--- config.mk ---
export PLATFORM = sky130hd
export DESIGN_NAME = muldiv_ctrl
export DESIGN_NICKNAME = d
export VERILOG_FILES = /design/src/rtl/muldiv_pkg.sv /design/src/rtl/muldiv_sign.sv /design/src/rtl/muldiv_ctrl.sv
export SDC_FILE = /design/constraint.sdc
export NUM_CORES = 1
export LEC_CHECK = 0
export BUFFER_PORTS_ARGS = -buffer_cell sky130_fd_sc_hd__buf_4
export CORE_AREA = 5 5 138 140
export DETAILED_ROUTE_END_ITERATION = 12
export DIE_AREA = 0 0 143 145
export PLACE_DENSITY = 0.88
export SLEW_MARGIN = 30
export SYNTH_ARGS = -nofsm -noshare
export SYNTH_HDL_FRONTEND = slang
export SYNTH_SLANG_ARGS = --single-unit
--- constraint.sdc ---
create_clock -name clk_i -period 6.3 [get_ports clk_i]
set_input_delay 0.315 -clock clk_i [delete_from_list [all_inputs] [get_ports clk_i]]
set_output_delay 0.315 -clock clk_i [all_outputs]
set_load 0.02 [all_outputs]
--- src/rtl/muldiv_pkg.sv ---
// muldiv_pkg
// Shared definitions for the RV32M issue controller: funct3 encodings of the
// M-extension operations, the controller state type and small predicates that
// classify an operation (divide vs multiply, which operands are signed).
package muldiv_pkg;

  localparam logic [2:0] F3_MUL    = 3'b000;
  localparam logic [2:0] F3_MULH   = 3'b001;
  localparam logic [2:0] F3_MULHSU = 3'b010;
  localparam logic [2:0] F3_MULHU  = 3'b011;
  localparam logic [2:0] F3_DIV    = 3'b100;
  localparam logic [2:0] F3_DIVU   = 3'b101;
  localparam logic [2:0] F3_REM    = 3'b110;
  localparam logic [2:0] F3_REMU   = 3'b111;

  typedef enum logic [1:0] {
    ST_IDLE = 2'd0,
    ST_REQ  = 2'd1,
    ST_DONE = 2'd2
  } state_t;

  // Divide and remainder operations all live in the upper half of funct3.
  function automatic logic is_div(input logic [2:0] funct3);
    return funct3[2];
  endfunction

  // rs1 is treated as two's complement for every op except MULHU, DIVU, REMU.
  function automatic logic is_signed_a(input logic [2:0] funct3);
    logic res;
    case (funct3)
      F3_MUL, F3_MULH, F3_MULHSU, F3_DIV, F3_REM: res = 1'b1;
      default:                                    res = 1'b0;
    endcase
    return res;
  endfunction

  // rs2 is signed only for MUL, MULH, DIV and REM; MULHSU takes it unsigned.
  function automatic logic is_signed_b(input logic [2:0] funct3);
    logic res;
    case (funct3)
      F3_MUL, F3_MULH, F3_DIV, F3_REM: res = 1'b1;
      default:                         res = 1'b0;
    endcase
    return res;
  endfunction

endpackage

--- src/rtl/muldiv_sign.sv ---
// muldiv_sign
// Purely combinational sign handling around the unsigned multiply/divide units.
// Issue side: turns rs1/rs2 into unsigned magnitudes plus sign flags for the
// operation being issued. Completion side: applies the sign correction to the
// unsigned unit result for the latched operation and selects the rd word.
// Ports:
//   issue_op, rs1, rs2      operation and raw operands at issue time
//   a_mag, b_mag            operand magnitudes (raw value when unsigned)
//   a_neg, b_neg            operand is signed and negative
//   op, sa, sb              latched operation and operand signs
//   mul_result, div_result  unsigned unit results (div: {rem, quot})
//   result                  sign-corrected XLEN-bit rd value
module muldiv_sign
  import muldiv_pkg::*;
#(
  parameter int XLEN = 32
) (
  input  logic [2:0]        issue_op,
  input  logic [XLEN-1:0]   rs1,
  input  logic [XLEN-1:0]   rs2,
  output logic [XLEN-1:0]   a_mag,
  output logic [XLEN-1:0]   b_mag,
  output logic              a_neg,
  output logic              b_neg,
  input  logic [2:0]        op,
  input  logic              sa,
  input  logic              sb,
  input  logic [2*XLEN-1:0] mul_result,
  input  logic [2*XLEN-1:0] div_result,
  output logic [XLEN-1:0]   result
);

  logic              prod_neg;
  logic [2*XLEN-1:0] product;
  logic [XLEN-1:0]   quotient;
  logic [XLEN-1:0]   remainder;

  // Magnitude extraction. The most negative value negates to itself, which is
  // still the correct unsigned magnitude, so no special handling is needed.
  always_comb begin
    a_neg = is_signed_a(issue_op) & rs1[XLEN-1];
    b_neg = is_signed_b(issue_op) & rs2[XLEN-1];
    a_mag = a_neg ? -rs1 : rs1;
    b_mag = b_neg ? -rs2 : rs2;
  end

  // Result correction. The whole double-width product is negated before the
  // word is picked so that the high word of a signed product comes out right.
  // sa/sb are already zero for unsigned operands, but the per-op selection of
  // the negate condition is kept explicit.
  always_comb begin
    prod_neg = 1'b0;
    case (op)
      F3_MUL, F3_MULH: prod_neg = sa ^ sb;
      F3_MULHSU:       prod_neg = sa;
      default:         prod_neg = 1'b0;
    endcase
    product   = prod_neg ? -mul_result : mul_result;
    quotient  = div_result[XLEN-1:0];
    remainder = div_result[2*XLEN-1:XLEN];
    result    = '0;
    case (op)
      F3_MUL:                      result = product[XLEN-1:0];
      F3_MULH, F3_MULHSU, F3_MULHU: result = product[2*XLEN-1:XLEN];
      F3_DIV:                      result = (sa ^ sb) ? -quotient : quotient;
      F3_DIVU:                     result = quotient;
      F3_REM:                      result = sa ? -remainder : remainder;
      F3_REMU:                     result = remainder;
      default:                     result = '0;
    endcase
  end

endmodule

--- src/rtl/muldiv_ctrl.sv ---
// muldiv_ctrl
// EX-stage issue/sequencing controller for RV32M. Accepts an M-type op, hands
// unsigned operand magnitudes to the multiply or divide unit through a level
// req / one-cycle ready handshake, stalls the pipeline meanwhile, then applies
// sign correction (or the divide-by-zero / overflow rules) and presents rd for
// one cycle with done_o.
// Ports:
//   clk_i, rst_i                 clock, synchronous active-high reset
//   valid_i, flush_i             op present in EX / squash in-flight op
//   funct3_i, rs1_i, rs2_i       operation select and source operands
//   stall_o                      freeze upstream pipeline
//   done_o, rd_o                 one-cycle completion pulse and result
//   mul_req_o, div_req_o         level requests to the units
//   a_o, b_o                     unsigned operand magnitudes for the unit
//   mul_ready_i, div_ready_i     one-cycle unit completion
//   mul_result_i, div_result_i   unit results (div: {rem, quot})
module muldiv_ctrl
  import muldiv_pkg::*;
#(
  parameter int XLEN = 32
) (
  input  logic              clk_i,
  input  logic              rst_i,
  input  logic              valid_i,
  input  logic              flush_i,
  input  logic [2:0]        funct3_i,
  input  logic [XLEN-1:0]   rs1_i,
  input  logic [XLEN-1:0]   rs2_i,
  output logic              stall_o,
  output logic              done_o,
  output logic [XLEN-1:0]   rd_o,
  output logic              mul_req_o,
  output logic              div_req_o,
  output logic [XLEN-1:0]   a_o,
  output logic [XLEN-1:0]   b_o,
  input  logic              mul_ready_i,
  input  logic              div_ready_i,
  input  logic [2*XLEN-1:0] mul_result_i,
  input  logic [2*XLEN-1:0] div_result_i
);

  localparam logic [XLEN-1:0] INT_MIN = {1'b1, {(XLEN-1){1'b0}}};

  state_t          state_q, state_n;
  logic [2:0]      op_q;
  logic            sa_q, sb_q;
  logic [XLEN-1:0] a_q, b_q, rd_q;
  logic            done_q, done_n;
  logic            mul_req_q, mul_req_n;
  logic            div_req_q, div_req_n;

  logic            accept, capture_special, capture_unit;
  logic            unit_answered;
  logic [XLEN-1:0] a_mag, b_mag, unit_rd;
  logic            a_neg, b_neg;

  logic            div_by_zero, signed_ovf, special_hit;
  logic [XLEN-1:0] special_rd;

  muldiv_sign #(.XLEN(XLEN)) u_sign (
    .issue_op   (funct3_i),
    .rs1        (rs1_i),
    .rs2        (rs2_i),
    .a_mag      (a_mag),
    .b_mag      (b_mag),
    .a_neg      (a_neg),
    .b_neg      (b_neg),
    .op         (op_q),
    .sa         (sa_q),
    .sb         (sb_q),
    .mul_result (mul_result_i),
    .div_result (div_result_i),
    .result     (unit_rd)
  );

  // Ops whose answer is fixed by the RISC-V rules never reach a unit: divide
  // by zero for any divide op, and the single signed overflow case.
  always_comb begin
    div_by_zero = is_div(funct3_i) && (rs2_i == '0);
    signed_ovf  = ((funct3_i == F3_DIV) || (funct3_i == F3_REM)) &&
                  (rs1_i == INT_MIN) && (rs2_i == '1);
    special_hit = div_by_zero || signed_ovf;
    special_rd  = '0;
    if (div_by_zero) begin
      special_rd = ((funct3_i == F3_REM) || (funct3_i == F3_REMU)) ? rs1_i : '1;
    end else if (signed_ovf) begin
      special_rd = (funct3_i == F3_REM) ? '0 : INT_MIN;
    end
  end

  // Only the ready of the unit we actually asked counts; anything arriving
  // without an outstanding request is ignored.
  assign unit_answered = (mul_req_q & mul_ready_i) | (div_req_q & div_ready_i);

  // Next-state logic. Requests and done are computed here and registered, so
  // they follow the state they belong to. Flush overrides everything,
  // including a ready arriving in the same cycle.
  always_comb begin
    state_n         = state_q;
    mul_req_n       = 1'b0;
    div_req_n       = 1'b0;
    done_n          = 1'b0;
    accept          = 1'b0;
    capture_special = 1'b0;
    capture_unit    = 1'b0;
    case (state_q)
      ST_IDLE: begin
        if (valid_i) begin
          accept = 1'b1;
          if (special_hit) begin
            state_n         = ST_DONE;
            done_n          = 1'b1;
            capture_special = 1'b1;
          end else begin
            state_n   = ST_REQ;
            mul_req_n = ~is_div(funct3_i);
            div_req_n = is_div(funct3_i);
          end
        end
      end
      ST_REQ: begin
        if (unit_answered) begin
          state_n      = ST_DONE;
          done_n       = 1'b1;
          capture_unit = 1'b1;
        end else begin
          mul_req_n = mul_req_q;
          div_req_n = div_req_q;
        end
      end
      ST_DONE: begin
        state_n = ST_IDLE;
      end
      default: begin
        state_n = ST_IDLE;
      end
    endcase
    if (flush_i) begin
      state_n         = ST_IDLE;
      mul_req_n       = 1'b0;
      div_req_n       = 1'b0;
      done_n          = 1'b0;
      accept          = 1'b0;
      capture_special = 1'b0;
      capture_unit    = 1'b0;
    end
  end

  // State and datapath registers. Operands are latched once at acceptance so
  // a_o/b_o stay stable for the whole request; rd holds until the next capture.
  always_ff @(posedge clk_i) begin
    if (rst_i) begin
      state_q   <= ST_IDLE;
      op_q      <= F3_MUL;
      sa_q      <= 1'b0;
      sb_q      <= 1'b0;
      a_q       <= '0;
      b_q       <= '0;
      rd_q      <= '0;
      done_q    <= 1'b0;
      mul_req_q <= 1'b0;
      div_req_q <= 1'b0;
    end else begin
      state_q   <= state_n;
      done_q    <= done_n;
      mul_req_q <= mul_req_n;
      div_req_q <= div_req_n;
      if (flush_i) begin
        a_q <= '0;
        b_q <= '0;
      end else if (accept) begin
        op_q <= funct3_i;
        sa_q <= a_neg;
        sb_q <= b_neg;
        a_q  <= a_mag;
        b_q  <= b_mag;
      end
      if (capture_special) begin
        rd_q <= special_rd;
      end else if (capture_unit) begin
        rd_q <= unit_rd;
      end
    end
  end

  // The pipeline is released in DONE so it advances at the end of that cycle.
  assign stall_o   = valid_i & ~flush_i & (state_q != ST_DONE);
  assign done_o    = done_q;
  assign rd_o      = rd_q;
  assign mul_req_o = mul_req_q;
  assign div_req_o = div_req_q;
  assign a_o       = a_q;
  assign b_o       = b_q;

endmodule

==> flow_summary.toml, run 1 <==
[power]
leakage_nw = 4.72
seq_power_share = 0.367
swShare = 0.365
ir_drop_mv = 0.201
pwr-share-clk = 0.287
combPwrFrac = 0.346
power.density_nw_per_um2 = 151
intPower_w = 0.00121
switchingPower_w = 0.000697

[worst_setup_path]
reg2reg_depth = 9
worst-r2r-setup-slack_ps = 2570
max_stage_delay_ps = 940
cp.arrival_ps = 3970
cp_num_cells = 9
cp_max_fo = 24
required_ps = 6540
path_class = "register to register"
crit_path_start_kind = "register"
crit_chain = "buf_4 -> inv_1 -> mux2i_1 -> nor3_1 -> a211o_1 -> a31oi_1 -> nand4_1 -> a211oi_1 -> o21ai_1"
cp_num_buf_inv = 2
crit_family = "compound AO/OA/AOI/OAI gates"
end_kind = "register"
r2r_start = "op_q[1]"
timing.critical_path.slowest_stage_cell = "dfxtp_1"
rr_endpoint = "rd_o[31]"

[cts]
cts_buffers = 9
h-tree-depth = 3
hold_buffers = 0
cts_setup_buffers = 0
cts_root_buf = "clkbuf_16"
clock_sinks = 106
cts_resized = 0
clock_latency_ps = 370
path_clk_slew_ps = 70
cts_tree = "done"
clk_path_buf_depth = 2

[timing]
slew_headroom = 0.360
tightest_slew_ps = 957
period_needed_ps = 3730
final.period_utilization = 0.592
fin_worst_skew_ps = 13.8
final_max_slew_viol_count = 0
rsz0062_at_grt = "false"
holdWs_ps = 222
clock.fmax_mhz = 268
setup_viol = 0
hold_viol = 0
finalSetupTns_ps = 0

[global_route]
antenna_found_initial = 1
track_usage = 0.428
grt_pass1_wl_mm = 70.2
grt_pass1_vias = 12200
grt_overflow = 0
grt_start_max_net_pins = 129

[yosys]
synth_seq_cells = 106
syn_area_sq_um = 10000
avgSynthCellArea_sq_um = 7.10
synthesis.nets = 1620
netlist_instances = 1413
synth_edf_count = 0
ys_dominant_reg_cell = "dfxtp_1"
yosysWarningCount = 0
async_flop_share = 0
ys_seq_area_frac = 0.211
yosysUniqueCellTypes = 71

[final_layout]
area_delta_synth_final_pct = 26.0
multi_input_area_sq_um = 7500
nets = 1856
fill_cells = 1391
instances_no_fill = 1884
drive_gt1_frac = 0.222
seq_area_sq_um = 2120
final_cell_area_sq_um = 12600

[min_path]
hold_path.startpoint = "rs2_i[0]"
min_to = "b_o[0]"
hp-class = "input pin to register"
holdPathStages = 3

[floorplanning]
core-area_sq_um = 17700
start_util = 0.566
fp.dieW_um = 143
rows = 49
pin_count = 301
die_area_sq_um = 20700
die_y_um = 145

[detailed_routing]
ant_nets = 0
num_vias = 13400
wl_per_cell_um = 25.2
viasPerCell = 7.10
drcViolationCount = 0
dr.pass1.iters = 7
drtIter0Drc = 1959
wirelength_mm = 47.4

[placed_design]
port_buffers = 300
gp_congestion = 1.04
hpwl_mm = 36.1
placed_cell_area_sq_um = 12400
dp_cells = 1867

[flow_run]
drv_cap = 0

[outcome]
status = "finished clean"
synth_stat cells, types with 19 or more instances:
library cell,number,area [sq um]
a31oi_1,34,213
or3_1,30,188
xor2_1,68,596
or4_1,19,143
a211oi_1,64,480
o21ai_0,97,485
nand2_1,93,349
nor2_1,186,698
dfxtp_1,106,2120
nand4_1,22,138
inv_1,23,86.3
xnor2_1,67,587
a21oi_1,95,475
nor3_1,80,400
nand3_1,24,120
nor4_1,34,213
clkbuf_1,76,285
mux2i_1,35,350
o31ai_1,28,210
worst min-delay path: cells and delay by family:
family / cells / cell delay, ps
buffers and inverters: 1 / 120
AND/OR/NAND/NOR: 1 / 50
AO/OA/AOI/OAI: 1 / 50
cell families after synthesis:
group	synth area share
adders and majority gates	0.00748
DFF	0.211
AOI/OAI and AO/OA	0.292
and+or+nand+nor	0.289
buffers and inverters	0.0435
xor gates and xnor gates	0.118
muxes	0.0394
through the flow:
step	util	setup slack [ps]	total power (W)
after floorplan	-	3380	0.00103
after global routing	0.714	2480	0.00196
after global placement	0.698	2340	0.00133
final	0.714	2570	0.00191
after detailed placement	0.698	2220	0.00134
after CTS	0.714	2610	0.00187
power by group through the flow:
stage | registers [W] | clock network [W] | logic [W]
2_1_floorplan | 0.000729 | 0 | 0.000305
3_3_place_gp | 0.000714 | 0 | 0.000621
3_5_place_dp | 0.000715 | 0 | 0.000629
4_1_cts | 0.000699 | 0.000539 | 0.000636
5_1_grt | 0.000701 | 0.000569 | 0.000690
6_report | 0.000700 | 0.000548 | 0.000660
flip-flops by register name, summed over array words and instances (netlist names):
| register | flops |
|---|---|
| done_o | 1 |
| state_q | 2 |
| div_req_o | 1 |
| mul_req_o | 1 |
| rd_o | 32 |
| sb_q | 1 |
| sa_q | 1 |
| b_o | 32 |
| a_o | 32 |
| op_q | 3 |
routing by layer:
metal | GRT usage | up-vias | wire, um
met5 | 0 | - | 0
met4 | 0.251 | 0 | 3720
met3 | 0.0862 | 273 | 6380
met2 | 0.664 | 1222 | 20600
met1 | 0.546 | 6072 | 16700
li1 | - | 5800 | -
final cells by class:
| class | instances | share of cell area |
|---|---|---|
| antenna | 1 | 0.000198 |
| timing repair buffer | 315 | 0.187 |
| tap | 229 | 0.0227 |
| clock inverter | 7 | 0.00416 |
| inverter | 23 | 0.00683 |
| sequential | 106 | 0.168 |
| multi-input combinational | 1194 | 0.593 |
| clock buffer | 9 | 0.0178 |
cell usage in the layout, fill, tap and decap left out, types with 64 or more instances in the layout:
master / synthesis / layout
xor2_1: 68 / 68
xnor2_1: 67 / 66
nor3_1: 80 / 79
o21ai_0: 97 / 97
a21oi_1: 95 / 94
buf_4: 1 / 314
nor2_1: 186 / 186
dfxtp_1: 106 / 105
a211oi_1: 64 / 64
nand2_1: 93 / 93
worst max-delay path by stage:
| stage | from | endpoint | slack, ps |
|---|---|---|---|
| floorplan | div_result_i[32] | rd_o[30] | 3380 |
| global placement | rs2_i[10] | rd_o[28] | 2340 |
| detailed placement | rs2_i[10] | rd_o[28] | 2220 |
| CTS | rs2_i[10] | rd_o[28] | 2610 |
| global route | op_q[1] | rd_o[6] | 2480 |
| finish | op_q[1] | rd_o[31] | 2570 |
No activity file was read; power rests on OpenSTA's default activity.
==> run 2, diff against run 1 <==
--- a/config.mk
+++ b/config.mk
@@ -5,11 +5,12 @@
 export SDC_FILE = /design/constraint.sdc
 export NUM_CORES = 1
 export LEC_CHECK = 0
+export ABC_AREA = 1
 export BUFFER_PORTS_ARGS = -buffer_cell sky130_fd_sc_hd__buf_4
-export CORE_AREA = 5 5 138 140
+export CORE_AREA = 5 5 159 161
 export DETAILED_ROUTE_END_ITERATION = 12
-export DIE_AREA = 0 0 143 145
-export PLACE_DENSITY = 0.88
+export DIE_AREA = 0 0 164 166
+export PLACE_DENSITY = 0.79
 export SLEW_MARGIN = 30
 export SYNTH_ARGS = -nofsm -noshare
 export SYNTH_HDL_FRONTEND = slang
==> constraint.sdc (replaced) <==
create_clock -name clk_i -period 3.05 [get_ports clk_i]
set_input_delay 0.1525 -clock clk_i [delete_from_list [all_inputs] [get_ports clk_i]]
set_output_delay 0.1525 -clock clk_i [all_outputs]
set_load 0.02 [all_outputs]
==> flow_summary.toml, run 2 <==
[yosys]
synth_commonest_cells = "nand2_1, nor2_1, inv_1"
syn_area_sq_um = 11600
synthDominantCellAreaShare = 0.183
synthesis.nets = 2375
synthSimpleGateAreaFrac = 0.480
synth_xor_area_frac = 0.0250
synth_compound_area_frac = 0.187
async_flop_share = 0
synth-adder-area-share = 0.00649
synth_top_area_cell = "dfxtp_1"
yosysMostFrequentCell = "nand2_1"
ys_seq_area_frac = 0.183
yosysWarningCount = 0
synth_edf_count = 0
synth_seq_cells = 106
yosysUniqueCellTypes = 49
synth.area.mux_share = 0
synth_top_family_by_area = "simple AND/OR/NAND/NOR gates"
synth_area_leaders = "dfxtp_1, nand2_1, nor2_1"
ys_dominant_reg_cell = "dfxtp_1"
netlist_instances = 2168
avgSynthCellArea_sq_um = 5.34

[floorplanning]
start_util = 0.486
core-area_sq_um = 23800
die_y_um = 166
fp.dieW_um = 164
rows = 57
pin_count = 301
die_area_sq_um = 27200

[timing]
setup_slack_ps = 340
setup_viol = 0
slew_headroom = 0.423
holdWs_ps = 109
period_needed_ps = 2710
final.period_utilization = 0.888
clock.fmax_mhz = 369
hold_viol = 0
rsz0062_at_grt = "false"
fin_worst_skew_ps = 9.17
tightest_slew_ps = 860
finalSetupTns_ps = 0
final_max_slew_viol_count = 0

[worst_setup_path]
path_class = "register to register"
crit_path_start_kind = "register"
cp_common_cell = "nand2_1"
cp.arrival_ps = 2960
required_ps = 3300
crit_chain = "nor2_4 -> nand2_1 -> inv_1 -> nand2_1 -> nor2_1 -> a211oi_1 -> nand3_1 -> nand2_1 -> a21oi_1"
timing.critical_path.slowest_stage_cell = "a211oi_1"
end_kind = "register"
max_stage_delay_ps = 680
cp_max_fo = 20

[final_layout]
antenna_cells = 0
final_common_cell = "nand2_1"
mostFrequentLayoutCells = "nand2_1, nor2_1, buf_4, inv_1, nand3_1"
area_delta_synth_final_pct = 23.9
nets = 2628
instances_no_fill = 2750
drive_gt1_frac = 0.154

[cts]
cts_root_buf = "clkbuf_16"
clock_latency_ps = 360
path_clk_slew_ps = 70
cts_tree = "done"
cts_buffers = 9
cts_setup_buffers = 0
clock_sinks = 106
clk_path_buf_depth = 2
h-tree-depth = 3

[detailed_routing]
drtIter0Drc = 2044
dr.pass1.iters = 6
wirelength_mm = 52.9
wl_per_cell_um = 19.2
ant_nets = 0
drcViolationCount = 0
num_vias = 16000
viasPerCell = 5.81

[placed_design]
port_buffers = 300
hpwl_mm = 42.7
gp_congestion = 1.02
pre_cts_ws_ps = 476
dp_cells = 2732

[global_route]
track_usage = 0.371
grt_start_max_net_pins = 88
grt_overflow = 0
grt_pass1_vias = 14500
grt_pass1_wl_mm = 80.8
antenna_found_initial = 0

[outcome]
status = "finished clean"

[min_path]
hp-class = "input pin to register"

[flow_run]
drv_cap = 0

[power]
ir_drop_mv = 0.274
power.density_nw_per_um2 = 314
leakage_nw = 7.12
[run 2: cell count changes after synthesis, moves of 60 or more]
cell	previous run	this run
a211oi_1	64	3
xnor2_1	67	7
nand2_1	93	539
inv_1	23	249
nand3_1	24	233
nor2_1	186	421
[run 2: kinds of logic after synthesis]
kind of cell    count (synthesis)
simple gates                 1319
compound gates                371
buf+inv                       333
flops                         106
xor+xnor                       33
fa+ha+maj                       6
[run 2: path summary, 6_finish.rpt]
check | start | slack [ps] | end | depth (start not counted)
worst max register to register | op_q[1] | 340 | rd_o[2] | 9
worst max-delay path | op_q[1] | 340 | rd_o[2] | 9
worst min-delay path | rs1_i[0] | 110 | a_o[0] | 3
worst min register to register | a_o[7] | 500 | a_o[7] | 2
[run 2: report_power, final]
group	internal, W	switching, W	total, W
clock network	0.000729	0.000567	0.00130
logic	0.000606	0.00116	0.00176
registers	0.00142	0.0000281	0.00145
[run 2: repair_timing]
action | CTS | global route
hold buffers | 1 | 0
resized for setup | 0 | 0
hold endpoints to repair | 1 | 0
[run 2: critical path, delay by kind of cell (launching register included)]
kind,cells,cell delay (ps)
DFF,1,530
and+or+nand+nor,6,900
AOI/OAI and AO/OA,2,740
buffers and inverters,1,430
[run 2: metrics by stage]
step | total power [W] | cell area, sq um | utilization
after floorplan | 0.00247 | 11600 | -
after global placement | 0.00316 | 14000 | 0.587
after detailed placement | 0.00318 | 14000 | 0.587
after CTS | 0.00445 | 14300 | 0.601
after global routing | 0.00472 | 14300 | 0.602
final | 0.00451 | 14300 | 0.602
[run 2: final cells by class]
class                           count  area [sq um]
Clock buffer                        9           225
Clock inverter                      7           103
Fill cell                        2427          9490
Inverter                          258           971
Multi-Input combinational cell   1729          8090
Sequential cell                   106          2120
Tap cell                          324           405
Timing Repair Buffer              317          2410
[run 2: metal layers]
layer | vias to the layer above | wire, um | GRT usage
li1 | 7612 | - | -
met2 | 944 | 23900 | 0.595
met1 | 7290 | 21400 | 0.505
met4 | 0 | 2100 | 0.125
met5 | - | 0 | 0
met3 | 137 | 5450 | 0.0603
==> run 3, diff against run 2 <==
--- a/config.mk
+++ b/config.mk
@@ -11,6 +11,7 @@
 export DETAILED_ROUTE_END_ITERATION = 12
 export DIE_AREA = 0 0 164 166
 export PLACE_DENSITY = 0.79
+export RECOVER_POWER = 25
 export SLEW_MARGIN = 30
 export SYNTH_ARGS = -nofsm -noshare
 export SYNTH_HDL_FRONTEND = slang
==> flow_summary.toml, run 3 (synthesized netlist as in run 2, its figures left out) <==
[final_layout]
instances_no_fill = 2750
mostFrequentLayoutCells = "nand2_1, nor2_1, buf_4, inv_1, nand3_1"
post-route-util = 0.594
drive_gt1_frac = 0.133
final_common_cell = "nand2_1"
nets = 2628
antenna_cells = 0
area_delta_synth_final_pct = 22.2

[global_route]
antenna_found_initial = 0
grt_start_max_net_pins = 88
grt_pass1_vias = 14500
grt_overflow = 0
grt_pass1_wl_mm = 80.8
track_usage = 0.371

[cts]
clock_latency_ps = 360
path_clk_slew_ps = 70
cts_setup_buffers = 0
cts_buffers = 9
cts_root_buf = "clkbuf_16"
clock_sinks = 106
clk_path_buf_depth = 2
h-tree-depth = 3
cts_tree = "done"

[placed_design]
hpwl_mm = 42.7
gp_congestion = 1.02
dp_cells = 2732
port_buffers = 300

[timing]
period_needed_ps = 2690
setup_viol = 0
fin_worst_skew_ps = 6.87
final_max_slew_viol_count = 0
finalSetupTns_ps = 0
tightest_slew_ps = 821
final.period_utilization = 0.883
rsz0062_at_grt = "false"
hold_viol = 0
slew_headroom = 0.449
clock.fmax_mhz = 371

[worst_setup_path]
cp.arrival_ps = 2940
crit_path_start_kind = "register"
cp_max_fo = 20
crit_chain = "nor2_4 -> nand2_1 -> inv_1 -> nand2_1 -> nor2_1 -> a211oi_1 -> nand3_1 -> nand2_1 -> a21oi_1"
path_class = "register to register"
end_kind = "register"
timing.critical_path.slowest_stage_cell = "a211oi_1"
required_ps = 3300
max_stage_delay_ps = 660
crit_family = "simple AND/OR/NAND/NOR gates"
cp_common_cell = "nand2_1"
cp_num_buf_inv = 1

[detailed_routing]
dr_wl_met3_mm = 5.27
drtIter0Drc = 2076
dr.pass1.iters = 6
drcViolationCount = 0
highest_layer = "met4"
drt-met1-wl_mm = 21.4
wirelength_mm = 52.8
viasPerCell = 5.83
num_vias = 16000
ant_nets = 0
wl_per_cell_um = 19.2
met2WireLength_mm = 23.9

[floorplanning]
pin_count = 301
core-area_sq_um = 23800
rows = 57
fp.dieW_um = 164
die_y_um = 166
die_area_sq_um = 27200
start_util = 0.486

[power]
finalPower_w = 0.00448
power.density_nw_per_um2 = 317
ir_drop_mv = 0.271
leakage_nw = 6.90

[outcome]
status = "finished clean"

[flow_run]
drv_cap = 0

[min_path]
hp-class = "input pin to register"
[run 3: cell type report]
| class | instances | area (sq um) |
|---|---|---|
| Clock inverter | 7 | 103 |
| Multi-Input combinational cell | 1729 | 8090 |
| Timing Repair Buffer | 317 | 2220 |
| Clock buffer | 9 | 225 |
| Sequential cell | 106 | 2120 |
| Fill cell | 2484 | 9680 |
| Inverter | 258 | 971 |
| Tap cell | 324 | 405 |
[run 3: report_power, final]
| part | internal, W | switching (W) |
|---|---|---|
| combinational | 0.000590 | 0.00115 |
| sequential | 0.00142 | 0.0000277 |
| clock | 0.000729 | 0.000563 |
[run 3: metrics by stage]
stage | hold WS, ps | worst slack (ps) | instance area [sq um]
after global placement | 365 | 498 | 14000
after global routing | 113 | 174 | 14100
after CTS | 106 | 449 | 14300
final | 107 | 357 | 14100
after floorplan | 222 | 1360 | 11600
after detailed placement | 367 | 476 | 14000
[run 3: tightest hold or removal path, delay by kind of cell]
family / cells / cell delay [ps]
AOI/OAI and AO/OA: 1 / 120
buffers and inverters: 2 / 150
[run 3: timing repair]
| action | 4_1_cts | 5_1_grt |
|---|---|---|
| resized for setup | 0 | 0 |
| hold buffers | 1 | 0 |
| hold endpoints to repair | 1 | 0 |
[run 3: path summary, 6_finish.rpt]
| check | startpoint | endpoint | slack, ps | cells past startpoint |
|---|---|---|---|---|
| worst max-delay path | op_q[1] | rd_o[2] | 360 | 9 |
| worst min register to register | a_o[7] | a_o[7] | 500 | 2 |
| worst max register to register | op_q[1] | rd_o[2] | 360 | 9 |
| worst min-delay path | rs1_i[0] | a_o[0] | 110 | 3 |
[run 3: metal layers]
| metal | vias to the layer above | track usage |
|---|---|---|
| met3 | 153 | 0.0603 |
| met5 | - | 0 |
| li1 | 7611 | - |
| met4 | 0 | 0.125 |
| met2 | 939 | 0.595 |
| met1 | 7343 | 0.505 |
